## config.mk

```make
export PLATFORM = sky130hd
export DESIGN_NAME = pipeline_stall_ctrl
export DESIGN_NICKNAME = d
export VERILOG_FILES = /design/src/rtl/pipeline_stall_ctrl.sv
export SDC_FILE = /design/constraint.sdc
export NUM_CORES = 1
export LEC_CHECK = 0
export BUFFER_PORTS_ARGS = -buffer_cell sky130_fd_sc_hd__buf_2
export CAP_MARGIN = 40
export CORE_AREA = 3 3 77 79
export CTS_CLUSTER_DIAMETER = 120
export CTS_CLUSTER_SIZE = 25
export DETAILED_ROUTE_END_ITERATION = 8
export DIE_AREA = 0 0 80 82
export HOLD_SLACK_MARGIN = 0.05
export PLACE_DENSITY = 0.59
export SETUP_SLACK_MARGIN = 0.1
export SYNTH_ARGS = -nofsm -noshare
export SYNTH_HDL_FRONTEND = slang
export SYNTH_SLANG_ARGS = --single-unit
```

## constraint.sdc

```tcl
create_clock -name clk -period 1.7 [get_ports clk]
set_clock_uncertainty 0.2 [all_clocks]
set_input_delay 0 -clock clk [delete_from_list [all_inputs] [get_ports clk]]
set_output_delay 0 -clock clk [all_outputs]
set_load 0.02 [all_outputs]
```

## src/rtl/pipeline_stall_ctrl.sv

```systemverilog
// Hazard/stall sequencer for the 5-stage MIPS pipeline: load-use, mul/div occupancy,
// data-memory wait with timeout, and taken-branch flush. STALL_PERF_CNT_EN adds a stall counter.
module pipeline_stall_ctrl #(
    parameter int unsigned MULDIV_LAT  = 32,
    parameter int unsigned MEM_TIMEOUT = 255,
    parameter int unsigned CNT_W       = 8
) (
    input  logic        clk,
    input  logic        rst_n,
    input  logic [4:0]  id_rs,
    input  logic [4:0]  id_rt,
    input  logic        id_uses_rs,
    input  logic        id_uses_rt,
    input  logic        id_is_muldiv,
    input  logic        id_reads_hilo,
    input  logic        ex_is_load,
    input  logic [4:0]  ex_dst,
    input  logic        ex_branch_taken,
    input  logic        mem_req,
    input  logic        mem_ready,
    output logic        stall_front,
    output logic        bubble_ex,
    output logic        flush_ifid,
    output logic        freeze_back,
    output logic        muldiv_start,
    output logic        muldiv_busy,
    output logic        mem_err,
    output logic [31:0] perf_stall_cycles
);

    localparam int unsigned MD_W = $clog2(MULDIV_LAT + 1);

    typedef enum logic {
        RUN     = 1'b0,
        MEMWAIT = 1'b1
    } state_t;

    state_t           state;
    logic [CNT_W-1:0] wait_cnt;
    logic [MD_W-1:0]  md_cnt;
    logic [MD_W-1:0]  md_nxt;
    logic             hz_ld;
    logic             hz_md;
    logic             mem_hold;

    // Memory wait FSM with sticky timeout error
    always_ff @(posedge clk or negedge rst_n) begin
        if (!rst_n) begin
            state    <= RUN;
            wait_cnt <= '0;
            mem_err  <= 1'b0;
        end else begin
            case (state)
                RUN: begin
                    if (mem_req && !mem_ready) begin
                        state    <= MEMWAIT;
                        wait_cnt <= CNT_W'(1);
                    end
                end
                MEMWAIT: begin
                    if (mem_ready) begin
                        state    <= RUN;
                        wait_cnt <= '0;
                    end else if (wait_cnt == CNT_W'(MEM_TIMEOUT)) begin
                        mem_err  <= 1'b1;
                        state    <= RUN;
                        wait_cnt <= '0;
                    end else begin
                        wait_cnt <= wait_cnt + CNT_W'(1);
                    end
                end
                default: begin
                    state    <= RUN;
                    wait_cnt <= '0;
                end
            endcase
        end
    end

    always_comb begin
        mem_hold = (state == RUN) ? (mem_req & ~mem_ready) : ~mem_ready;
        hz_ld    = ex_is_load && (ex_dst != 5'd0) &&
                   ((id_uses_rs && (id_rs == ex_dst)) || (id_uses_rt && (id_rt == ex_dst)));
        hz_md    = muldiv_busy && (id_is_muldiv || id_reads_hilo);
    end

    // Priority: freeze > branch flush > hazard stall > normal issue; all low in reset
    always_comb begin
        stall_front  = 1'b0;
        bubble_ex    = 1'b0;
        flush_ifid   = 1'b0;
        freeze_back  = 1'b0;
        muldiv_start = 1'b0;
        if (!rst_n) begin
            freeze_back = 1'b0;
        end else if (mem_hold) begin
            freeze_back = 1'b1;
            stall_front = 1'b1;
        end else if (ex_branch_taken) begin
            flush_ifid = 1'b1;
            bubble_ex  = 1'b1;
        end else if (hz_ld || hz_md) begin
            stall_front = 1'b1;
            bubble_ex   = 1'b1;
        end else begin
            muldiv_start = id_is_muldiv;
        end
    end

    always_comb begin
        md_nxt = md_cnt;
        if (muldiv_start) begin
            md_nxt = MD_W'(MULDIV_LAT);
        end else if (md_cnt != '0) begin
            md_nxt = md_cnt - MD_W'(1);
        end
    end

    // Mul/div occupancy keeps counting through freezes
    always_ff @(posedge clk or negedge rst_n) begin
        if (!rst_n) begin
            md_cnt      <= '0;
            muldiv_busy <= 1'b0;
        end else begin
            md_cnt      <= md_nxt;
            muldiv_busy <= (md_nxt != '0);
        end
    end

`ifdef STALL_PERF_CNT_EN
    logic [31:0] perf_q;

    always_ff @(posedge clk or negedge rst_n) begin
        if (!rst_n) begin
            perf_q <= '0;
        end else if ((stall_front || freeze_back) && (perf_q != 32'hFFFF_FFFF)) begin
            perf_q <= perf_q + 32'd1;
        end
    end

    assign perf_stall_cycles = perf_q;
`else
    assign perf_stall_cycles = '0;
`endif

endmodule

```

### Word-level counts from Yosys, hierarchy flattened

Cells that the tools add are included.
Widths: inputs -> output; s select.

| word-level totals | value |
|---|---|
| flip-flop bits (word level) | 17 |
| bits in latches | 0 |
| bits in writable memories | 0 |
| bits in read-only memories | 0 |
| bits of input ports | 25 |
| memories kept | 0 |

| operators by class | value |
|---|---|
| add/sub/neg operators | 2 |
| $mul | 0 |
| div/mod/pow operators | 0 |
| $lt $le $gt $ge | 0 |
| equality and inequality tests | 4 |
| shifts and indexed selects | 0 |
| mux-type cells | 27 |
| bitwise gates (word level) | 3 |
| reduce and logical (&&, ||, !) cells | 14 |

Operators by type and width:

| operator | number |
|---|---|
| $mux 8 | 3 |
| $mux 1 | 20 |
| $pmux 8 s2 | 1 |
| $mux 6 | 2 |
| $reduce_bool 6->1 | 2 |
| $eq 5x5->1 | 2 |
| $add 8x1->8 const B | 1 |
| $eq 8x8->1 const B | 1 |
| $logic_and 1x1->1 | 6 |
| $sub 6x1->6 const B | 1 |
| $reduce_bool 5->1 | 1 |
| $logic_or 1x1->1 | 3 |
| $reduce_and 3->1 | 1 |
| $ne 2x2->1 const B | 1 |
| $not 1->1 | 2 |
| $pmux 1 s2 | 1 |
| $and 1x1->1 | 1 |
| $logic_not 1->1 | 1 |

### Depth between registers and ports, before layout

Gate-level depths: netlist of run 1.

| logic depth | value |
|---|---|
| depth after elaboration | 11 |
| gate-level depth with buffers | 7 |

### Least setup slack after synthesis of run 1

No wires, ideal clock.

| path | value |
|---|---|
| path type | register -> register |
| start point | register state |
| end point | register muldiv_busy |
| setup time | 0.069 ns |
| data arrival time | 1.609 ns |
| data required time | 1.431 ns |
| slack | -0.178 ns |
| stages on the path, launching flop included | 6 |
| path buffers | 0 |
| period minus slack after synthesis | 1.878 ns |
| path through | dfrtp_1 o21bai_4 nand2_2 or4b_4 a31oi_4 nand3b_1 |

| on the way | value |
|---|---|
| cells in the longest elaborated chain, start to end | 5 |

Ends and longest elaborated chain:

| item | line | text |
|---|---|---|
| start: declaration | 38 | `state_t state;` |
| start signal: assignment | 49 | `state <= RUN;` |
| start signal: assignment | 56 | `state <= MEMWAIT;` |
| start signal: assignment | 62 | `state <= RUN;` |
| $mux 1 | 81 | `mem_hold = (state == RUN) ? (mem_req & ~mem_ready) : ~mem_ready;` |
| $mux 1 | 96 | `end else if (mem_hold) begin` |
| $mux 1 | 94 | `if (!rst_n) begin` |
| named net muldiv_start | 25 | `output logic muldiv_start,` |
| $mux 6 | 112 | `if (muldiv_start) begin` |
| $reduce_bool 6->1 | 126 | `muldiv_busy <= (md_nxt != '0);` |
| end signal: assignment | 126 |  |
| end: declaration | 26 | `output logic muldiv_busy,` |

The timed path passes the listed nets, and every way through them passes these cells.
A chain may end at the register's enable or synchronous reset.

### Final worst setup path of run 1

| path | value |
|---|---|
| start point | register state |
| end point | output port muldiv_start |

| on the way | value |
|---|---|
| cells in the longest elaborated chain, start to end | 3 |

Ends and longest elaborated chain:

| item | line |
|---|---|
| $mux 1 | 81 |
| $mux 1 | 96 |
| $mux 1 | 94 |
| end: declaration | 25 |

No other way between the ends.

==> results of run 1 <==
power by group through the flow:
stage / clock network (mW) / logic (mW) / registers (mW)
floorplan: 0 / 0.504 / 0.600
global placement: 0 / 0.715 / 0.586
detailed placement: 0 / 0.724 / 0.588
CTS: 0.318 / 0.758 / 0.583
global route: 0.336 / 0.862 / 0.606
finish: 0.312 / 0.768 / 0.588
kinds of logic after synthesis:
logic type               share of synthesized area, %
other                                           0.282
flip-flops                                       32.0
multiplexers                                    0.754
AO/OA/AOI/OAI                                    15.5
adder cells (fa/ha/maj)                          2.83
AND/OR/NAND/NOR                                  19.5
XOR/XNOR                                         9.90
buffers and inverters                            19.2
area by class of cell:
type / instances / area [um2]
flip-flops and latches: 17 / 425
clock buffers: 3 / 41.3
repair buffers: 54 / 367
fillers: 586 / 3640
inverters: 4 / 15.0
multi-input cells: 135 / 822
clock inverters: 1 / 5.00
well taps: 72 / 90.1
cell usage after synthesis, types with 2 or more instances:
master   count
nand2_1     18
xnor2_1     12
o31ai_1      2
ha_1         3
a31oi_1      3
nand4_1      2
inv_1        4
xor2_1       3
buf_4       32
nor2_1      18
o21ai_0     11
o22ai_1      3
nor3_1       4
dfrtp_1     17
nand3_1      5
nor2b_1      4
registers in the layout (all words and copies together), names as in the netlist:
signal / count
wait_cnt: 8
md_cnt: 6
mem_err: 1
muldiv_busy: 1
state: 1
cell usage in the layout, fill, tap and decap left out, drive strengths merged, types with 4 or more instances in the layout:
cell type / n
a31oi: 4
buf: 48
conb: 32
dfrtp: 17
dlygate4sd3: 5
inv: 4
nand2: 19
nand3: 5
nor2: 18
nor2b: 4
nor3: 4
o21ai: 11
xnor2: 12
through the flow:
step	setup TNS, ps	hold WS [ps]	area [um2]
4_1_cts	-1160	98.5	1700
5_1_grt	-1640	134	1770
3_5_place_dp	-325	-147	1570
3_3_place_gp	-170	-149	1570
2_1_floorplan	-967	-496	1460
6_report	-1020	88.8	1770
worst register-to-register path, stage by stage, from the launching register on:
cell and delay (ps):
dfrtp_1 400, o21bai_4 130, nand2_2 70, or4b_4 490, a31oi_4 200, buf_4 180, nand3b_1 100
path summary, 6_finish.rpt:
| path | start | end | slack (ps) | cells past startpoint |
|---|---|---|---|---|
| worst max-delay path | state | muldiv_start | -190 | 5 |
| worst min-delay path | ex_branch_taken | md_cnt[0] | 90 | 5 |
| worst max register to register | state | muldiv_busy | -130 | 6 |
| worst min register to register | mem_err | mem_err | 270 | 1 |
| max in group asynchronous | rst_n | md_cnt[0] | 250 | 4 |
| min in group asynchronous | rst_n | wait_cnt[3] | 570 | 4 |
timing repair:
action / CTS / global route
setup endpoints to repair: 11 / 16
hold endpoints to repair: 27 / 17
pin swaps: 3 / 1
buffers inserted: 3 / 0
resized for setup: 7 / 14
hold buffers: 5 / 1
metal layers:
metal | wire (um) | up-vias | part of all wire [%]
met5 | 0 | - | 0
met4 | 70 | 0 | 2.5
met3 | 199 | 4 | 7.0
met2 | 1380 | 46 | 48
met1 | 1200 | 505 | 42
li1 | - | 582 | -
==> impl_metrics.ini, run 1 <==
[worst_setup_path]
criticalPathCategory = reg -> out
cp_top_family = simple AND/OR/NAND/NOR gates
worst_setup_path_start_kind = flip-flop
crit_fanout = 2
cp_cell_sequence = o21bai_4, nand2_2, or4b_4, a31oi_4, buf_6
critPathMaxStageDelay_ps = 490
required_ps = 1500
crit_buf_inv = 1
cp-end-kind = output pin
critPathSlowestCell = or4b_4
arrival_ps = 1690

[timing]
finalHoldViolCount = 0
finalSetupViolations = 8
fmax_ghz = 0.529
max_slew_margin_pct = 48.0
final.min_clock_period_ps = 1890
finalCritPeriodShare_pct = 111
setup_ws_ps = -189
drv_slew = 0
rsz0062_at_grt = true
tightest_slew_ps = 777

[yosys]
synth_edf_count = 0
ys_warn_count = 0
synthTopCellsByArea = dfrtp_1 32%, buf_4 18%, xnor2_1 7.9%
avgSynthCellArea_um2 = 8.46
synthCells = 157
netlist_area_mm2 = 0.00133
ys_seq_area_share_pct = 32.0
synth.largest_area_cell = dfrtp_1
synth_top_area_share_pct = 32.0
synth_cell_types = 32
ys_ff_latch = 17
async_reset_ff_share_pct = 100
synthFlopType = dfrtp_1

[placed_design]
dp_cells = 273
dpl_worst_slack_ps = -60.3
gp_congestion = 0.789
io_buffers = 31
hpwl_mm = 2.20

[clocking]
clockBufferDepth = 2
clkLatencyLatePin_ps = 260
cts_tree = done
cts_buffers = 3
root_buffer = clkbuf_8
cts_htree_levels = 1
cts.sinks = 17
path_clk_slew_ps = 70

[die]
core-area_mm2 = 0.00541
io_pins = 64
start_util_pct = 24.6
fp-row-count = 27
die-area_mm2 = 0.00656
die_y_um = 82
die_w_um = 80

[run_status]
status = finished with violations
violations = setup timing

[finish]
fin_util_pct = 32.7
diodes = 0
drive_gt1_share_pct = 29.9
final_cells = 286
area_delta_synth_final_pct = 33.0
nets = 243

[grt]
grt_start_max_net_pins = 20
antenna_found_initial = 0
grt_usage_pct = 9.06
gr-usage-met2_pct = 15.9
grt.overflow.total = 0
grt_pass1_wl_mm = 4.58
globalRoute.busiestLayer = met2
grtUsageMet3_pct = 1.64
met1_usage_pct = 10.2
grt_pass1_vias = 1048

[worst_hold_path]
hold_path.class = in -> reg

[routing]
finalWirelength_mm = 2.85
wire_per_inst_um = 9.96
viasPerCell = 3.98
drcViolationCount = 0
vias = 1137
drt_iter0_markers = 21
drt_pass1_iterations = 4
ant_nets = 0

[power]
p_leak_nw = 0.835
peakVddDrop_uv = 377
combPwrFrac_pct = 46.0
power.total_mw = 1.67
power.internal_mw = 1.03
switching_share_pct = 38.3
p_clk_share_pct = 18.7
p_sw_mw = 0.640
p_seq_share_pct = 35.3
power_density_mw_per_mm2 = 945

[flow_run]
drv_cap = 0
Power figures use the tool's default switching activity.
==> run 2, diff against run 1 <==
--- a/config.mk
+++ b/config.mk
@@ -5,15 +5,17 @@
 export SDC_FILE = /design/constraint.sdc
 export NUM_CORES = 1
 export LEC_CHECK = 0
+export ABC_AREA = 1
 export BUFFER_PORTS_ARGS = -buffer_cell sky130_fd_sc_hd__buf_2
 export CAP_MARGIN = 40
-export CORE_AREA = 3 3 77 79
+export CORE_AREA = 3 3 63 108
+export CTS_BUF_LIST = sky130_fd_sc_hd__clkbuf_8
 export CTS_CLUSTER_DIAMETER = 120
 export CTS_CLUSTER_SIZE = 25
 export DETAILED_ROUTE_END_ITERATION = 8
-export DIE_AREA = 0 0 80 82
+export DIE_AREA = 0 0 66 111
 export HOLD_SLACK_MARGIN = 0.05
-export PLACE_DENSITY = 0.59
+export PLACE_DENSITY = 0.57
 export SETUP_SLACK_MARGIN = 0.1
 export SYNTH_ARGS = -nofsm -noshare
 export SYNTH_HDL_FRONTEND = slang
==> run 2 against run 1 <==
Against the previous run:
- the run ends with hold timing left
- register-to-register slack improved by 250 ps
- total power increased by 8.5%
- highest routed layer unchanged
- non-clock buffer count decreased by 3
- sequential cell count unchanged
- routed wire length increased by 21%
- first-iteration DRC count decreased by 19%
- via count increased by 18%
- die area increased by 12%
- combinational power increased by 23%
- critical endpoint is now wait_cnt[2]
- critical path depth increased by 5
- synthesized cell count increased by 31%
==> impl_metrics.ini, run 2 <==
[routing]
dr_wl_met2_mm = 1.91
highest_layer = met4
drt_iter0_markers = 17
ant_nets = 0
drt_pass1_iterations = 4
finalWirelength_mm = 3.45
wire_per_inst_um = 10.2
viasPerCell = 3.99
drcViolationCount = 0
dr_wl_met3_um = 276
vias = 1347
met1_length_mm = 1.25

[power]
p_leak_nw = 1.10
peakVddDrop_uv = 221
p_seq_share_pct = 32.1
power.total_mw = 1.81
switching_share_pct = 42.5
p_clk_share_pct = 16.0
power_density_mw_per_mm2 = 935
power.internal_mw = 1.04
combPwrFrac_pct = 52.0
p_sw_mw = 0.769

[timing]
rsz0062_at_grt = true
finalHoldViolCount = 17
finalCritPeriodShare_pct = 92.9
setup_ws_ps = 121
fin_hold_ws_ps = -205
tns_ps = 0
fmax_ghz = 0.633
finalSetupViolations = 0
final.min_clock_period_ps = 1580
drv_slew = 0

[placed_design]
gp_congestion = 0.741
hpwl_mm = 2.72
dpl_worst_slack_ps = 28.6
io_buffers = 31

[finish]
largest_register_ffs = 8
area_delta_synth_final_pct = 31.4
regMostFlops = wait_cnt
diodes = 0
fin_util_pct = 32.4
layout_common_cells = 42 x nand2_1, 34 x inv_1, 32 x conb_1
top_regs = wait_cnt: 8 flops, md_cnt: 6 flops
nets = 289
layout_commonest_cell = nand2_1
drive_gt1_share_pct = 34.6

[grt]
grt_pass1_vias = 1265
grt.overflow.total = 0
grt_start_max_net_pins = 19
grt_usage_pct = 9.11
grt_pass1_wl_mm = 5.33
antenna_found_initial = 0

[die]
die_w_um = 66
die_y_um = 111
io_pins = 64
fp-row-count = 37
die-area_mm2 = 0.00733
core-area_mm2 = 0.00597
start_util_pct = 24.7

[worst_setup_path]
crit_path_end = wait_cnt[2]
crit_buf_inv = 2
cp_common_cell = nand2_2
cp_cell_sequence = ha_2, nand2_2, inv_2, nand3_2, nor2_2, nand2_1, nand2_2, nand2_4, inv_4, nor3_2
criticalPathCategory = reg -> reg
critPathSlowestCell = dfrtp_1
worst-r2r-cell-count = 10
r2r-end = wait_cnt[2]
required_ps = 1630
r2r-start = wait_cnt[1]
worst_setup_path_start_kind = flip-flop
cp-end-kind = flip-flop
critPathMaxStageDelay_ps = 360
setup.worst_path.start = wait_cnt[1]
worst-path-stages = 10
crit_fanout = 3
arrival_ps = 1510
cp_top_family = simple AND/OR/NAND/NOR gates
rrSetupSlack_ps = 120

[yosys]
synth_xor_area_share_pct = 2.38
ys_warn_count = 0
synth_top_area_share_pct = 28.9
synth_cell_types = 28
ys_seq_area_share_pct = 28.9
synthTopCellsByArea = dfrtp_1 29%, buf_4 16%, nand2_1 12%
avgSynthCellArea_um2 = 7.15
synth_edf_count = 0
synth_top_family_by_area = simple AND/OR/NAND/NOR gates
synth.largest_area_cell = dfrtp_1
synthMuxAreaShare_pct = 0.680
synthFlopType = dfrtp_1
synth.top_cells.by_count = 46 x nand2_1, 38 x inv_1, 32 x buf_4, 17 x dfrtp_1, 17 x nor2_1
netlist_area_mm2 = 0.00147
yosysMostFrequentCell = nand2_1
synth-adder-area-share_pct = 2.55
synth-simple-area-share_pct = 29.2
ys_ff_latch = 17
synthCells = 206
synth_compound_area_share_pct = 9.52
async_reset_ff_share_pct = 100

[clocking]
cts_htree_levels = 1
root_buffer = clkbuf_8
clockBufferDepth = 2
cts_tree = done
cts.sinks = 17
clkLatencyLatePin_ps = 250
path_clk_slew_ps = 60
hold_buffers = 4
cts_buffers = 3

[flow_run]
drv_cap = 0

[run_status]
violations = hold timing
status = finished with violations

[worst_hold_path]
hold_path.class = in -> async
==> run 2: layer usage <==
metal  track usage, %  vias to the layer above
met5                0                        -
met4             3.12                        0
met3             1.72                        2
met2             17.7                       50
met1             9.16                      616
li1                 -                      679
==> run 2: per-stage QoR <==
| step | cell area [um2] | cells |
|---|---|---|
| 2_1_floorplan | 1590 | 237 |
| 3_5_place_dp | 1640 | 319 |
| 4_1_cts | 1800 | 333 |
| 6_report | 1940 | 338 |
| 5_1_grt | 1940 | 338 |
| 3_3_place_gp | 1640 | 319 |
==> run 2: kinds of logic (layout without fill, tap and decap cells) <==
group,Yosys count,in the layout
DFF,17,17
other,1,32
adders and majority gates,3,3
and+or+nand+nor,85,85
muxes,1,1
xor gates and xnor gates,4,4
buffers and inverters,72,95
AOI/OAI and AO/OA,23,23
==> run 2: final cells by class <==
type	count	area, um2
Timing Repair Buffer	51	349
Multi-Input combinational cell	148	866
Clock buffer	3	41.3
Sequential cell	17	425
Tap cell	78	97.6
Fill cell	617	4040
Inverter	40	153
Clock inverter	1	3.75
==> run 2: how the worst min path moves through the flow <==
| stage | endpoint | slack (ps) | cells past startpoint |
|---|---|---|---|
| final | state | -200 | 3 |
| after global routing | md_cnt[3] | -190 | 3 |
| after CTS | wait_cnt[6] | 70 | 5 |
| after detailed placement | wait_cnt[4] | -150 | 2 |
| after global placement | wait_cnt[3] | -150 | 2 |
| after floorplan | md_cnt[0] | -500 | 0 |
==> run 2: power groups by stage <==
stage / Sequential (mW) / Clock [mW] / Combinational [mW]
2_1_floorplan: 0.576 / 0 / 0.569
3_3_place_gp: 0.574 / 0 / 0.720
6_report: 0.580 / 0.289 / 0.941
3_5_place_dp: 0.578 / 0 / 0.722
5_1_grt: 0.594 / 0.327 / 1.06
4_1_cts: 0.573 / 0.300 / 0.794
==> run 2: worst reg2reg max path, cell delays in order, from the launching register on <==
cell and delay [ps]:
dfrtp_1 360, ha_2 190, nand2_2 60, inv_2 70
nand3_2 80, nor2_2 120, nand2_1 90, nand2_2 110
nand2_4 80, inv_4 70, nor3_2 40
==> run 2: what timing repair did <==
action / 4_1_cts / 5_1_grt
setup endpoints to repair: 9 / 13
pin swaps: 7 / 17
endpoints found under the hold margin: 21 / 17
buffers inserted: 6 / 5
gates resized for setup: 12 / 32
==> run 3, diff against run 2 <==
--- a/config.mk
+++ b/config.mk
@@ -5,17 +5,16 @@
 export SDC_FILE = /design/constraint.sdc
 export NUM_CORES = 1
 export LEC_CHECK = 0
-export ABC_AREA = 1
 export BUFFER_PORTS_ARGS = -buffer_cell sky130_fd_sc_hd__buf_2
 export CAP_MARGIN = 40
-export CORE_AREA = 3 3 63 108
+export CORE_AREA = 3 3 60 103
 export CTS_BUF_LIST = sky130_fd_sc_hd__clkbuf_8
 export CTS_CLUSTER_DIAMETER = 120
 export CTS_CLUSTER_SIZE = 25
 export DETAILED_ROUTE_END_ITERATION = 8
-export DIE_AREA = 0 0 66 111
+export DIE_AREA = 0 0 63 106
 export HOLD_SLACK_MARGIN = 0.05
-export PLACE_DENSITY = 0.57
+export PLACE_DENSITY = 0.56
 export SETUP_SLACK_MARGIN = 0.1
 export SYNTH_ARGS = -nofsm -noshare
 export SYNTH_HDL_FRONTEND = slang
==> constraint.sdc (replaced) <==
create_clock -name clk -period 1.5 [get_ports clk]
set_clock_uncertainty 0.2 [all_clocks]
set_input_delay 0 -clock clk [delete_from_list [all_inputs] [get_ports clk]]
set_output_delay 0 -clock clk [all_outputs]
set_load 0.02 [all_outputs]
==> run 3 against run 2 <==
Against the previous run:
- the run ends with hold timing, setup timing left
- clock power increased by 22%
- routed wire length decreased by 6.5%
- combinational power decreased by 2%
- total power increased by 7.2%
- count of clock-buffer cells in the layout unchanged
- utilization increased by 1.8 points
- die area decreased by 8.8%
- worst hold slack improved by 170 ps
- critical path depth decreased by 5
- global-route usage increased by 0.36 points
- cell area decreased by 4.7%
- critical path type is now reg -> out
==> impl_metrics.ini, run 3 (same netlist as run 1, synthesis figures left out) <==
[finish]
area_delta_synth_final_pct = 38.9
diodes = 0
drive_gt1_share_pct = 34.4
layout_common_cells = 32 x conb_1, 27 x buf_4, 26 x buf_2
top_regs = wait_cnt: 8 flops, md_cnt: 6 flops
largest_register_ffs = 8
regMostFlops = wait_cnt
layout_commonest_cell = conb_1
fin_util_pct = 34.2
nets = 250

[die]
core-area_mm2 = 0.00539
die_y_um = 106
io_pins = 64
fp-row-count = 35
die_w_um = 63
start_util_pct = 24.6
die-area_mm2 = 0.00668

[timing]
max_slew_margin_pct = 45.0
finalSetupViolations = 12
finalCritPeriodShare_pct = 125
final.min_clock_period_ps = 1870
fmax_ghz = 0.534
setup_ws_ps = -374
fin_hold_ws_ps = -30.4
tns_ps = -2740
rsz0062_at_grt = true
tightest_slew_ps = 825
drv_slew = 0
finalHoldViolCount = 17

[grt]
grt_pass1_wl_mm = 5.20
grt_start_max_net_pins = 18
grt_pass1_vias = 1184
antenna_found_initial = 0
grt_usage_pct = 9.47
grt.overflow.total = 0

[worst_setup_path]
cp_top_family = simple AND/OR/NAND/NOR gates
criticalPathCategory = reg -> out
critPathSlowestCell = or4b_4
worst_setup_path_start_kind = flip-flop
required_ps = 1300
cp-end-kind = output pin
arrival_ps = 1670
crit_fanout = 2
critPathMaxStageDelay_ps = 490
cp_cell_sequence = o21bai_4, nand2_2, or4b_4, a31oi_4, buf_6
crit_buf_inv = 1

[routing]
drt_iter0_markers = 5
drt_pass1_iterations = 4
viasPerCell = 4.03
ant_nets = 0
finalWirelength_mm = 3.23
vias = 1188
wire_per_inst_um = 10.9
drcViolationCount = 0

[flow_run]
drv_cap = 0

[power]
power_density_mw_per_mm2 = 1050
p_leak_nw = 0.882
peakVddDrop_uv = 712

[clocking]
cts_buffers = 3
path_clk_slew_ps = 70
cts_tree = done
cts_htree_levels = 1
root_buffer = clkbuf_8
clkLatencyLatePin_ps = 250
hold_buffers = 4
clockBufferDepth = 2
cts.sinks = 17

[placed_design]
io_buffers = 31
gp_congestion = 0.809
hpwl_mm = 2.61

[run_status]
violations = hold timing, setup timing
status = finished with violations

[worst_hold_path]
hold_path.class = in -> async
[run 3: layout make-up]
type	count	area, um2
Fill cell	561	3540
Multi-Input combinational cell	135	842
Sequential cell	17	425
Timing Repair Buffer	61	423
Tap cell	74	92.6
Clock buffer	3	41.3
Inverter	4	15.0
Clock inverter	1	5.00
[run 3: routing by layer]
metal  track usage (%)  routed length [um]  vias to the layer above
met5                 0                   0                        -
met4              2.53                   5                        0
met1              9.82                1170                      559
li1                  -                   -                      592
met2              19.2                1900                       35
met3              1.16                 154                        2
[run 3: stage by stage]
step,cells,area (um2),hold WS (ps),power [mW],setup slack [ps]
after floorplan,188,1480,-496,1.26,-347
after global placement,285,1670,-163,1.55,-255
after detailed placement,285,1670,-169,1.56,-268
after CTS,297,1840,103,1.96,-381
after global routing,295,1840,39.9,2.12,-441
final,295,1840,-30.4,1.94,-374
[run 3: what timing repair did]
action,in CTS,in global routing
endpoints found under the hold margin,29,17
pin swaps,3,6
setup endpoints to repair,20,33
setup buffers,4,1
gates resized for setup,20,11
[run 3: worst reg2reg max path, cell delays in order (launching register included)]
cell and delay [ps]:
dfrtp_1 400, o21bai_4 130, nand2_2 60, or4b_4 490, a31oi_4 190, buf_4 180, a211oi_1 60
[run 3: worst paths after layout]
check,startpoint,end,slack [ps],depth (start not counted)
max,state,muldiv_start,-370,5
min,rst_n,wait_cnt[2],-30,3
max reg2reg,state,md_cnt[1],-340,6
min reg2reg,mem_err,mem_err,270,1
max in group asynchronous,rst_n,state,620,3
min in group clk,ex_branch_taken,md_cnt[0],110,5
[run 3: report_power, final]
| part | leakage [nW] | switching [mW] | internal (mW) |
|---|---|---|---|
| Combinational | 0.641 | 0.474 | 0.449 |
| Sequential | 0.216 | 0.0942 | 0.569 |
| Clock | 0.0255 | 0.169 | 0.184 |
| Total | 0.882 | 0.737 | 1.20 |
